[src/rtl/mmio_uart_dbg_master.sv]
// mmio_uart_dbg_master: UART byte-stream command decoder issuing single 32-bit FPro bus reads/writes
module mmio_uart_dbg_master #(
  parameter int TIMEOUT = 1_000_000
) (
  input  logic        clk,
  input  logic        reset,
  input  logic [7:0]  rx_data,
  input  logic        rx_empty,
  output logic        rd_uart,
  output logic [7:0]  tx_data,
  output logic        wr_uart,
  input  logic        tx_full,
  output logic        mmio_cs,
  output logic        mmio_wr,
  output logic        mmio_rd,
  output logic [20:0] mmio_addr,
  output logic [31:0] mmio_wr_data,
  input  logic [31:0] mmio_rd_data,
  output logic        busy,
  output logic        cmd_err
);
  localparam int TW = $clog2(TIMEOUT);
  typedef enum logic [2:0] {IDLE, ADDR, DATA, BUS, RESP} state_t;
  state_t state, state_n;
  logic is_wr, intake, pop, push, tmo_hit, cmd_ok, filler;
  logic [2:0] cnt;
  logic [TW-1:0] tmo;
  logic [20:0] addr_sr;
  logic [23:0] data_sr;
  logic [31:0] resp;
  assign intake = state == IDLE || state == ADDR || state == DATA;
  assign pop = intake && !rx_empty && !reset;
  assign push = state == RESP && !tx_full && !reset;
  assign cmd_ok = rx_data == 8'h57 || rx_data == 8'h52;
  assign filler = rx_data == 8'h0A || rx_data == 8'h0D;
  assign tmo_hit = (state == ADDR || state == DATA) && rx_empty && tmo == TW'(TIMEOUT - 1);
  assign rd_uart = pop;
  assign wr_uart = push;
  assign tx_data = resp[31:24];
  assign mmio_cs = state == BUS && !reset;
  assign mmio_wr = mmio_cs && is_wr;
  assign mmio_rd = mmio_cs && !is_wr;
  assign busy = state != IDLE;
  always_comb begin
    state_n = state;
    case (state)
      IDLE: state_n = (!pop || filler) ? IDLE : cmd_ok ? ADDR : RESP;
      ADDR: state_n = (pop && cnt == 3'd2) ? (is_wr ? DATA : BUS) : tmo_hit ? IDLE : ADDR;
      DATA: state_n = (pop && cnt == 3'd3) ? BUS : tmo_hit ? IDLE : DATA;
      BUS:  state_n = RESP;
      RESP: state_n = (push && cnt == 3'd1) ? IDLE : RESP;
      default: state_n = IDLE;
    endcase
  end
  always_ff @(posedge clk) begin
    if (reset) begin
      state <= IDLE;
      cnt <= '0;
      tmo <= '0;
      is_wr <= 1'b0;
      addr_sr <= '0;
      data_sr <= '0;
      resp <= '0;
      mmio_addr <= '0;
      mmio_wr_data <= '0;
      cmd_err <= 1'b0;
    end else begin
      state <= state_n;
      cmd_err <= (state == IDLE && pop && !filler && !cmd_ok) || tmo_hit;
      tmo <= (pop || !(state == ADDR || state == DATA)) ? '0 : tmo + 1'b1;
      case (state)
        IDLE: if (pop) begin
          is_wr <= rx_data == 8'h57;
          cnt <= cmd_ok ? 3'd0 : 3'd1;
          if (!cmd_ok && !filler) resp <= {8'h3F, 24'h0};
        end
        ADDR: if (pop) begin
          addr_sr <= {addr_sr[12:0], rx_data};
          cnt <= cnt == 3'd2 ? 3'd0 : cnt + 3'd1;
          if (cnt == 3'd2 && !is_wr) mmio_addr <= {addr_sr[12:0], rx_data};
        end
        DATA: if (pop) begin
          data_sr <= {data_sr[15:0], rx_data};
          cnt <= cnt + 3'd1;
          if (cnt == 3'd3) begin
            mmio_addr <= addr_sr;
            mmio_wr_data <= {data_sr, rx_data};
          end
        end
        BUS: begin
          resp <= is_wr ? {8'h4B, 24'h0} : mmio_rd_data;
          cnt <= is_wr ? 3'd1 : 3'd4;
        end
        RESP: if (push) begin
          resp <= {resp[23:0], 8'h0};
          cnt <= cnt - 3'd1;
        end
        default: ;
      endcase
    end
  end
endmodule

[config.mk]
export PLATFORM = sky130hd
export DESIGN_NAME = mmio_uart_dbg_master
export DESIGN_NICKNAME = d
export VERILOG_FILES = /design/src/rtl/mmio_uart_dbg_master.sv
export SDC_FILE = /design/constraint.sdc
export NUM_CORES = 1
export LEC_CHECK = 0
export ABC_AREA = 1
export CAP_MARGIN = 20
export CORE_MARGIN = 2
export CORE_UTILIZATION = 58
export CTS_BUF_LIST = sky130_fd_sc_hd__clkbuf_16
export DETAILED_ROUTE_END_ITERATION = 8
export PLACE_DENSITY_LB_ADDON = 0.25
export SLEW_MARGIN = 25
export SYNTH_ARGS = -nofsm -noshare
export SYNTH_HDL_FRONTEND = slang
export SYNTH_SLANG_ARGS = --single-unit
[constraint.sdc]
create_clock -name clk -period 4.1 [get_ports clk]
set_input_delay 0.82 -clock clk [delete_from_list [all_inputs] [get_ports clk]]
set_output_delay 0.82 -clock clk [all_outputs]
set_load 0.01 [all_outputs]
==> summary.md <==
| Metric | Value |
|---|---|
| Status | `finished, final reports clean` |
| Largest family of logic cells by synthesized area | `simple AND/OR/NAND/NOR gates` |
| Number of synthesized flops with an enable pin | `0` |
| IO Port Bufs | `111` |
| Drt drc | `0` |
| Post-Syn Area | `7150 sq um` |
| Type of element launching the critical path | `input port` |
| Worst EP required | `3280 ps` |
| FF+latch count, synth | `158` |
| Worst R2R Setup Slack | `1540 ps` |
| Critical path's slowest cell | `clkdlybuf4s50_1` |
| ANT cells | `0` |
| 1st-pass router iterations | `5` |
| Async SR Flop Fraction | `0` |
| CTS Sinks | `158` |
| Place WS | `864 ps` |
| Clock skew | `6.87 ps` |
| Initial antenna violation count | `0` |
| Worst setup EP type | `output port` |
| Post-DRT Antenna Nets | `0` |
| Number of I/O pins | `112` |
| Clock transition at path regs | `60 ps` |
| Final hold vios | `0` |
| Worst path cell trace | `clkdlybuf4s50_1 > nor2_1 > nand3_2 > inv_1 > clkdlybuf4s50_1` |
| Slew margin rel. | `0.397` |
| DRT iter0 DRCs | `489` |
| Seq/Total Area, Yosys | `0.442` |
| RSZ-0062 raised after global routing | `no` |
| Final setup viols | `0` |
| CTS tree | `done` |
| F_max | `0.308 GHz` |
| Setup ws final | `858 ps` |
| TNS Setup | `0 ps` |
| TritonCTS buffer count | `17` |
| Ys flop type | `dfxtp_1` |
| Crit Path Class | `in2out` |
| H-tree Lvls | `4` |
| Core area | `12000 sq um` |
| Xor/xnor cell area share of the yosys netlist | `0.00490` |
| Pwr Density | `392 nW/um^2` |
| Min cycle time layout | `3240 ps` |
| Total gr overflow | `0` |
| Worst setup endpoint | `rd_uart` |
| Reg2Reg Depth | `6` |
| Worst-margin pin slew | `904 ps` |
| Tot GR Track Use | `0.253` |
| Worst path max stage delay | `570 ps` |
| Final WL | `16500 microns` |
| Die area | `13200 sq um` |
| Chip height | `115 microns` |
| Area share of the largest cell type after synthesis | `0.442` |
| CP top delay family | `buffers and inverters` |
| Mapped Cells | `980` |
| Arr. time, crit path | `2420 ps` |
| Pin count of the biggest net entering global routing | `76` |
| Root Buffer | `clkbuf_16` |
| Stages on worst setup path | `5` |
| Layout cell share with drive strength beyond 1 | `0.0853` |
| First-pass GRT wire length | `26800 microns` |
| Vias in the first global route | `5808` |
| Die width | `115 microns` |
| Hold Worst Slack | `464 ps` |
| Area delta synth->final | `22.0%` |
| Via count | `6541` |
| Synth Area in Simple Gates | `0.280` |
| Post-CTS Setup Inserts | `0` |
| Cell mode on critical path | `clkdlybuf4s50_1` |
| Static leakage | `3.53 nW` |
| Gates resized, CTS repair | `0` |
| Adder-cell share of the synthesized area | `0.0105` |
| Tcrit/Tclk final | `0.791` |
| Initial core utilization | `0.596` |
| FF/Latch Area | `3160 sq um` |
| Reg2reg end | `mmio_wr_data[14]$_SDFFE_PP0P_` |
| Multi-input gate area | `3310 sq um` |
| Via/cell ratio | `5.39` |
| Crit-path max FO | `5` |
| Worst-Skew Late Latency | `420 ps` |
| Synth Net Count | `1030` |
| Post-CTS Hold Buffers | `0` |
| Mux cell area share after synthesis | `0` |
| Gpl congestion | `0.889` |
| Filler cells | `985` |
| Routed wire per std cell | `13.6 microns` |
| Max_cap viols | `0` |
| Synth Area in Compound Gates | `0.166` |
| Dominant cells by area after synthesis | `dfxtp_1, nand2_1, nor2_1` |
| Hold Path Class | `reg2reg` |
| Mean Syn Cell Area | `7.30 sq um` |
| Nets | `1104` |
| CTS Buffer Depth | `2` |
| DP HPWL | `10900 microns` |
| Synth unique cells | `39` |
| Buffers & Inverters on Critical Path | `3` |
| YS warnings | `0` |
| Synth area leader | `dfxtp_1` |
| # rows | `40` |
| Max-slew violation count | `0` |
| Launch point of the worst path | `reset` |
| Reg-to-Reg Start | `state[1]$_SDFF_PP0_` |
| Max rail drop VDD | `0.308 mV` |
[power breakdown]
group / switching [mW] / total [mW] / internal (mW)
sequential: 0.0242 / 1.60 / 1.57
clock: 0.607 / 1.55 / 0.944
combinational: 0.149 / 0.276 / 0.127
total: 0.780 / 3.42 / 2.64
[worst register-to-register path, cell delays in order, from the launching register on]
cell     delay [ps]
dfxtp_1         500
nand3_2         450
nor2_2          310
nand2_2         240
inv_2           600
o21ai_0         230
a21oi_1         160
[worst min path at each step]
stage	from	end	slack [ps]	depth (start not counted)
after global placement	tmo[17]$_SDFF_PP0_	tmo[17]$_SDFF_PP0_	460	2
after global routing	data_sr[15]$_SDFFE_PP0N_	mmio_wr_data[23]$_SDFFE_PP0P_	500	2
after CTS	data_sr[15]$_SDFFE_PP0N_	mmio_wr_data[23]$_SDFFE_PP0P_	470	2
after floorplan	data_sr[14]$_SDFFE_PP0N_	mmio_wr_data[22]$_SDFFE_PP0P_	440	2
final	data_sr[15]$_SDFFE_PP0N_	mmio_wr_data[23]$_SDFFE_PP0P_	460	2
after detailed placement	data_sr[15]$_SDFFE_PP0N_	mmio_wr_data[23]$_SDFFE_PP0P_	470	2
[routing by layer]
layer | vias to the layer above | track usage | part of all wire | routed length (microns)
met2 | 183 | 0.412 | 0.47 | 7790
met4 | 0 | 0.105 | 0.021 | 344
met5 | - | 0 | 0 | 0
li1 | 3319 | - | - | -
met1 | 3013 | 0.330 | 0.45 | 7470
met3 | 26 | 0.0496 | 0.052 | 860
[final cells by class]
type                            instances  area share
Inverter                               79      0.0344
Tap cell                              147      0.0211
Clock inverter                         15      0.0182
Timing Repair Buffer                  120       0.136
Clock buffer                           17      0.0487
Sequential cell                       158       0.362
Multi-Input combinational cell        678       0.379
[flip-flops by register name, summed over array words and instances (netlist names)]
register / cells
cmd_err: 1
data_sr: 24
state: 3
resp: 32
mmio_wr_data: 32
addr_sr: 21
is_wr: 1
cnt: 3
tmo: 20
mmio_addr: 21
[placed cells by master, fill, tap and decap left out, types with 17 or more instances in the layout]
cell,instances
a21oi_1,58
a21oi_2,20
clkbuf_16,17
clkdlybuf4s50_1,111
dfxtp_1,158
inv_1,73
nand2_1,234
nand3_1,78
nor2_1,116
o211a_1,21
o21ai_0,79
[synth_stat cells (2+ instances only)]
cell,n
a21oi_2,20
nor2_1,118
buf_4,11
nand4_1,9
buf_2,24
o211a_1,21
a21oi_1,58
o21ai_2,2
buf_1,2
nor3b_1,2
nand2_1,234
buf_8,2
inv_1,69
inv_2,9
or2_2,6
buf_6,7
ha_1,6
nand3_4,2
nand2_2,6
dfxtp_1,158
xnor2_1,2
o21ai_1,15
nand3_1,78
nor3_1,3
clkbuf_1,19
o21ai_0,79
nor2_2,3
nand3_2,2
xor2_1,2
nand3b_1,2
[cells by family (layout without fill, tap and decap cells)]
kind of cell    count (synthesis)  count (layout)
fa+ha+maj                       6               6
xor+xnor                        4               4
compound gates                198             198
simple gates                  470             470
flops                         158             158
buf+inv                       144             231
[metrics by stage]
step / total power [mW] / util / std cells / instance area, sq um
2_1_floorplan: 1.82 / - / 980 / 7150
3_3_place_gp: 1.90 / 0.678 / 1182 / 8140
3_5_place_dp: 1.90 / 0.678 / 1182 / 8140
4_1_cts: 3.45 / 0.727 / 1214 / 8730
5_1_grt: 3.55 / 0.727 / 1214 / 8730
6_report: 3.42 / 0.727 / 1214 / 8730
Power figures use the tool's default switching activity.
